## config.mk

```make
export PLATFORM = sky130hd
export DESIGN_NAME = regfile_mp
export DESIGN_NICKNAME = d
export VERILOG_FILES = /design/src/rtl/regfile_pkg.sv /design/src/rtl/regfile_mp_rf_read_port.sv /design/src/rtl/regfile_mp.sv
export SDC_FILE = /design/constraint.sdc
export NUM_CORES = 2
export LEC_CHECK = 0
export BUFFER_PORTS_ARGS = -buffer_cell sky130_fd_sc_hd__buf_2
export CAP_MARGIN = 20
export CORE_MARGIN = 2
export CORE_UTILIZATION = 30
export DETAILED_ROUTE_END_ITERATION = 8
export HOLD_SLACK_MARGIN = 0.08
export PLACE_DENSITY = 0.42
export SLEW_MARGIN = 20
export SYNTH_ARGS = -nofsm -noshare
export SYNTH_HDL_FRONTEND = slang
export SYNTH_HIERARCHICAL = 1
export SYNTH_SLANG_ARGS = --single-unit
```

## constraint.sdc

```tcl
create_clock -name clk -period 2.6 [get_ports clk]
set_clock_uncertainty 0.2 [all_clocks]
set_input_delay 0.39 -clock clk [delete_from_list [all_inputs] [get_ports clk]]
set_output_delay 0.39 -clock clk [all_outputs]
set_load 0.1 [all_outputs]
```

## src/rtl/regfile_pkg.sv

```systemverilog
// Shared constants, word type and port-count helper for the multi-port register file.
package regfile_pkg;

  localparam int RF_WIDTH = 32;
  localparam int RF_DEPTH = 32;
  localparam int RF_NREAD = 2;

  typedef logic [RF_WIDTH-1:0] rf_word_t;

  // Read-port count is limited to 1..4; out-of-range requests are clamped.
  function automatic int rf_clamp_nread(input int n);
    if (n < 1) return 1;
    if (n > 4) return 4;
    return n;
  endfunction

endpackage

```

## src/rtl/regfile_mp_rf_read_port.sv

```systemverilog
// One registered read port: DEPTH-way select, out-of-range zero, write bypass.
// REGFILE_ZERO_REG_EN: address 0 always reads 0 and is never bypassed.
module rf_read_port
  import regfile_pkg::*;
#(
  parameter int WIDTH = RF_WIDTH,
  parameter int DEPTH = RF_DEPTH,
  parameter int AW    = $clog2(DEPTH)
) (
  input  logic                        clk,
  input  logic                        reset_n,
  input  logic                        re,
  input  logic [AW-1:0]               raddr,
  input  logic [DEPTH-1:0][WIDTH-1:0] entries,
  input  logic                        we,
  input  logic [AW-1:0]               waddr,
  input  logic [WIDTH-1:0]            wdata,
  output logic [WIDTH-1:0]            rdata,
  output logic                        rvalid
);

  localparam logic [AW:0] DEPTH_L = (AW+1)'(DEPTH);

  logic             in_range_p0;
  logic [WIDTH-1:0] sel_p0;
  logic [WIDTH-1:0] rdata_p1;
  logic             vld_p1;

  always_comb begin
    in_range_p0 = ({1'b0, raddr} < DEPTH_L);
    sel_p0      = '0;
    if (in_range_p0) begin
      if (we && (waddr == raddr))
        sel_p0 = wdata;
      else
        sel_p0 = entries[raddr];
    end
`ifdef REGFILE_ZERO_REG_EN
    if (raddr == '0)
      sel_p0 = '0;
`endif
  end

  // p0 -> p1: output registers
  always_ff @(posedge clk) begin
    if (!reset_n) begin
      rdata_p1 <= '0;
      vld_p1   <= 1'b0;
    end else begin
      vld_p1 <= re;
      if (re)
        rdata_p1 <= sel_p0;
    end
  end

  assign rdata  = rdata_p1;
  assign rvalid = vld_p1;

endmodule

```

## src/rtl/regfile_mp.sv

```systemverilog
// Parametrised register file: one synchronous write port, NREAD registered read ports.
// REGFILE_ZERO_REG_EN: entry 0 is hardwired to zero and writes to it are dropped.
module regfile_mp
  import regfile_pkg::*;
#(
  parameter  int WIDTH = RF_WIDTH,
  parameter  int DEPTH = RF_DEPTH,
  parameter  int NREAD = RF_NREAD,
  localparam int AW    = $clog2(DEPTH)
) (
  input  logic                   clk,
  input  logic                   reset_n,
  input  logic                   we,
  input  logic [AW-1:0]          waddr,
  input  logic [WIDTH-1:0]       wdata,
  input  logic [NREAD-1:0]       re,
  input  logic [NREAD*AW-1:0]    raddr,
  output logic [NREAD*WIDTH-1:0] rdata,
  output logic [NREAD-1:0]       rvalid
);

  localparam int          NR_EFF  = rf_clamp_nread(NREAD);
  localparam logic [AW:0] DEPTH_L = (AW+1)'(DEPTH);

  logic [DEPTH-1:0][WIDTH-1:0] mem;
  logic                        wr_ok;

  always_comb begin
    wr_ok = we && ({1'b0, waddr} < DEPTH_L);
`ifdef REGFILE_ZERO_REG_EN
    if (waddr == '0)
      wr_ok = 1'b0;
`endif
  end

  always_ff @(posedge clk) begin
    if (!reset_n)
      mem <= '0;
    else if (wr_ok)
      mem[waddr] <= wdata;
  end

  for (genvar p = 0; p < NREAD; p++) begin : g_port
    if (p < NR_EFF) begin : g_on
      rf_read_port #(
        .WIDTH(WIDTH),
        .DEPTH(DEPTH),
        .AW   (AW)
      ) u_port (
        .clk    (clk),
        .reset_n(reset_n),
        .re     (re[p]),
        .raddr  (raddr[p*AW +: AW]),
        .entries(mem),
        .we     (we),
        .waddr  (waddr),
        .wdata  (wdata),
        .rdata  (rdata[p*WIDTH +: WIDTH]),
        .rvalid (rvalid[p])
      );
    end else begin : g_off
      assign rdata[p*WIDTH +: WIDTH] = '0;
      assign rvalid[p]               = 1'b0;
    end
  end

endmodule

```

* After elaboration in Yosys (flattened, before gate mapping) *
Cells that the tools add are included.

word-level totals
  flip-flop bits (word level) = 1,090
  input bits = 52
  output and inout bits = 66
  word-level logic and storage cells = 54

cells by class
  $lt $le $gt $ge = 4
  equality and inequality tests = 2
  muxes and demuxes = 9
  reductions and logical operators = 3

operators by type and width
  cell                                                                                  count
  1024-bit bitwise mux                                                                  1
  32-bit binary-select mux with 5-bit select                                            2
  32-bit demux with 5-bit select                                                        1
  32-bit 2-to-1 mux                                                                     5
  5-bit by 6-bit less-than comparator with 1-bit output (second input constant)         3
  5-bit == test                                                                         2
  5-bit by 1-bit greater-or-equal comparator with 1-bit output (second input constant)  1
  1-bit logical AND                                                                     3

* Longest topological paths before layout *
  depth after elaboration = 5
  mapped depth = 9
  depth with buffers taken out = 5

* Modules after synthesis *
Netlist, hierarchy kept.

by module, submodules not included
  module        times used  cells an instance  area each (sq um)  seq. area each (sq um)
  regfile_mp    1           3,471              36,346.1           20,499.7
  rf_read_port  2           760                9,874.5            660.6

* Worst setup path before layout *
Ideal clock, no wire load.

  path kind = input -> register
  start point = in raddr[0]
  end point = reg g_port[0].g_on.u_port.rdata_p1[26]
  setup time = 0.141 ns
  arrival time = 1.818 ns
  data required time = 2.259 ns
  slack = 0.440 ns
  stages = 7
  buffers on the path = 2
  cell sequence = buf_2 -> buf_2 -> mux4_2 -> mux2_2 -> nand3_1 -> a21o_1 -> a41oi_1

between the ends
  word-level cells in the longest chain between the ends = 3
  elaborated cells between the ends (all ways) = 5
  classes of those cells = eq/ne (1); mux (3); reduce/logical (1)

RTL lines
  element                                                                       line                                                          source
  start: declaration                                                            regfile_mp.sv:17                                              input logic [NREAD*AW-1:0] raddr,
  32-bit binary-select mux with 5-bit select or 5-bit == test (tied branches)   regfile_mp_rf_read_port.sv:36, regfile_mp_rf_read_port.sv:33
  32-bit 2-to-1 mux (implied by the code) or 1-bit logical AND (tied branches)  regfile_mp_rf_read_port.sv:36, regfile_mp_rf_read_port.sv:33
  32-bit 2-to-1 mux *                                                           regfile_mp_rf_read_port.sv:33                                 if (we && (waddr == raddr))
  end signal: assignment                                                        regfile_mp_rf_read_port.sv:52                                 rdata_p1 <= sel_p0;
  end: declaration                                                              regfile_mp_rf_read_port.sv:26                                 logic [WIDTH-1:0] rdata_p1;

Every way passes the cells marked *; elsewhere a longest branch is shown, timed or not. The select of a mux whose other input is x is not followed.
A chain may end at the register's enable or synchronous reset.

* Worst setup path after layout *
  start point = in raddr[3]
  end point = reg g_port[0].g_on.u_port.rdata_p1[26]

The elaborated chain is that of the path after synthesis.

==> flow_summary.ini <==
[run_status]
outcome = complete, no violations

[setup_path]
cp.arrival_ns = 3.03
worstSetupPathType = in2reg
worst_setup_path_end_kind = flip-flop
r2r_start = mem[58]$_SDFFE_PN0P_
r2r.worst_path.cells = 6
required_ns = 3.06
reg2reg_slack_ns = 0.19
cp-start-kind = input port
endpoint = g_port[0].g_on.u_port/rdata[26]$_SDFFE_PN0P_
crit_fanout = 7
critPathLaunch = raddr[3]
timing.rr.end = g_port[0].g_on.u_port/rdata[26]$_SDFFE_PN0P_

[pwr]
peakVddDrop_v = 0.000585
leakage_nw = 27.6
power_frac_comb_pct = 9.9
seqPwrFrac_pct = 42.1
p_switching_mw = 10.7
power.density_nw_per_um2 = 607
clockPowerShare_pct = 47.9
internal_power_mw = 29.8
switching_share_pct = 26.4

[sta]
fin_crit_sh_pct = 98.7
slew_viol_final = 0
fin_ws_ns = 0.0348
fmax_ghz = 0.390
rsz0062_at_grt = no
fin_tns_setup_ns = 0
max-slew-margin-rel_pct = 50.6
hold_viol = 0
fin_crit_ns = 2.57
finalSetupViolCount = 0
worst_pin_slew_ns = 0.741

[clock_network]
clk_latency_ns = 0.78
numCtsBuffers = 133
htreeDepth = 4
clk_path_buf_depth = 3
root_buffer = clkbuf_16
cts_tree = yes
clock_sinks = 1090
clk_pin_slew_ns = 0.06

[grt]
grtUsageMet3_pct = 2.72
use_met2_pct = 38.1
grt_pass1_wl_um = 309000
grt_pass1_vias = 41000
grt_max_degree = 117
grt_overflow = 0
track_usage_pct = 22.1
antenna_found_initial = 6
top_usage_layer = met2
groute.layer.met1.usage_pct = 29.0

[finish]
antenna_cells = 0
nNetsFinal = 5142
design_area_um2 = 66800
syn2layout_area_growth_pct = 19.1
drive_above_1_share_pct = 25.9
finish.utilization_pct = 36.0
instances_no_fill = 7677

[placement]
place_area_um2 = 61800
portBuffers = 117
hpwl_um = 133000
gp_congestion = 0.767
dp.cells = 7385
pre_cts_ws_ns = 0.0125

[synthesis]
ys_ff_latch = 1090
ys.flop_type = dfxtp_1
syn-cell-area_um2 = 56100
ys_warn_count = 6
synth_cell_types = 39
synth_nets = 5043
synth-edff-count = 0
avgSynthCellArea_um2 = 11.2
synth-seq-area-share_pct = 38.9
async_reset_ff_share_pct = 0
netlist_instances = 4991

[floorplan]
rows = 158
die_h_um = 436
ios = 118
start_util_pct = 30.2
dieArea_um2 = 190000
fp.dieW_um = 436
core_area_um2 = 186000

[worst_hold_path]
whs_path_depth = 4
hold_class = in2reg

[drt]
wire_per_inst_um = 27.9
via_count = 40700
drc_errors = 0
dr.first_iter.drc_count = 2426
vias_per_cell = 5.30
finalWirelength_um = 215000
drt_first_pass_iters = 6
antenna_left = 0

[job]
cap_violations = 0
## power by group through the flow
stage	clock, mW	combinational [mW]	sequential (mW)
2_1_floorplan	0	1.97	17.8
3_3_place_gp	0	3.99	17.5
3_5_place_dp	0	3.99	17.5
4_1_cts	19.9	4.07	17.1
5_1_grt	20.6	4.22	17.1
6_report	19.4	4.03	17.1
## routing by layer
layer | vias up | share of wire (%)
li1 | 18300 | -
met1 | 21300 | 45
met2 | 770 | 50
met3 | 275 | 3.2
met4 | 2 | 2.7
met5 | - | 0.0056
## critical path, stage by stage
cell and delay [ns]:
dlygate4sd3_1 0.54, buf_2 0.21, xor2_1 0.20, nor4_2 0.25, buf_4 0.18, and2_4 0.18, buf_6 0.16, a21o_1 0.17
a41oi_1 0.13, dlygate4sd3_1 0.60
## how the worst min path moves through the flow
stage,start,endpoint,slack [ns]
finish,waddr[0],mem[352]$_SDFFE_PN0P_,0.15
global route,waddr[0],mem[382]$_SDFFE_PN0P_,0.13
CTS,we,mem[693]$_SDFFE_PN0P_,0.09
detailed placement,mem[689]$_SDFFE_PN0P_,mem[689]$_SDFFE_PN0P_,0.25
global placement,mem[853]$_SDFFE_PN0P_,mem[853]$_SDFFE_PN0P_,0.25
floorplan,mem[416]$_SDFFE_PN0P_,mem[416]$_SDFFE_PN0P_,0.24
## cells by family after synthesis
logic type      share of synthesized area, %
mux                                     43.6
simple gates                            8.58
buf+inv                                 4.81
xor+xnor                               0.156
flops                                   38.9
compound gates                          3.91
## per-stage QoR
stage | power [mW] | hold WS (ns)
after floorplan | 19.8 | 0.241
after global placement | 21.4 | 0.249
after detailed placement | 21.4 | 0.255
after CTS | 41.1 | 0.0865
after global routing | 41.9 | 0.127
final | 40.5 | 0.152
## layout by cell type (no fill, tap or decap), types with 3 or more instances in the layout
| master | instances |
|---|---|
| buf_2 | 105 |
| clkbuf_1 | 29 |
| nand2_4 | 12 |
| inv_6 | 10 |
| dfxtp_1 | 1090 |
| dlygate4sd3_1 | 48 |
| xor2_1 | 8 |
| clkbuf_8 | 35 |
| mux4_2 | 512 |
| nor2_4 | 12 |
| a21boi_1 | 58 |
| bufinv_16 | 9 |
| nand2_1 | 1183 |
| o211ai_1 | 124 |
| nand4b_1 | 3 |
| a31oi_1 | 62 |
| nand3_4 | 4 |
| buf_4 | 187 |
| buf_12 | 146 |
| nor2b_1 | 6 |
| mux2i_1 | 1152 |
| clkbuf_16 | 138 |
| clkinv_2 | 17 |
| buf_6 | 4 |
| o21ai_0 | 64 |
| a21boi_0 | 4 |
| buf_8 | 6 |
| clkinvlp_4 | 4 |
| mux2_2 | 126 |
| or3_4 | 3 |
## what timing repair did
item                       CTS  global route
gates resized for setup      2             4
hold buffers                48             0
gates cloned                 0             1
setup endpoints to repair    2             4
hold endpoints to repair   834             0
buffers inserted             0             1
## Yosys cell counts (all sizes together), types with 6 or more instances
cell type	n	share of area, %
nand2	1195	8.0
mux2i	1152	21
dfxtp	1090	39
mux4	512	21
clkbuf	283	1.9
buf	250	2.9
mux2	126	2.5
o211ai	124	1.7
o21ai	66	0.59
a21boi	64	0.86
a31oi	62	0.69
nor2	13	0.087
xor2	8	0.12
and2	6	0.067
nand3	6	0.062
nor2b	6	0.067
## sequential cells by signal, summed over array words and instances, names as in the netlist
signal / flops
mem: 1024
g_port.g_on.u_port/rdata: 64
g_port.g_on.u_port/rvalid: 2
## final cells by class
class | count | area, µm²
fillers | 18100 | 119000
well taps | 2480 | 3100
repair buffers | 497 | 5490
clock buffers | 201 | 4020
flip-flops and latches | 1090 | 21800
multi-input cells | 3368 | 31900
clock inverters | 41 | 493
(Power assumes the default switching activity.)
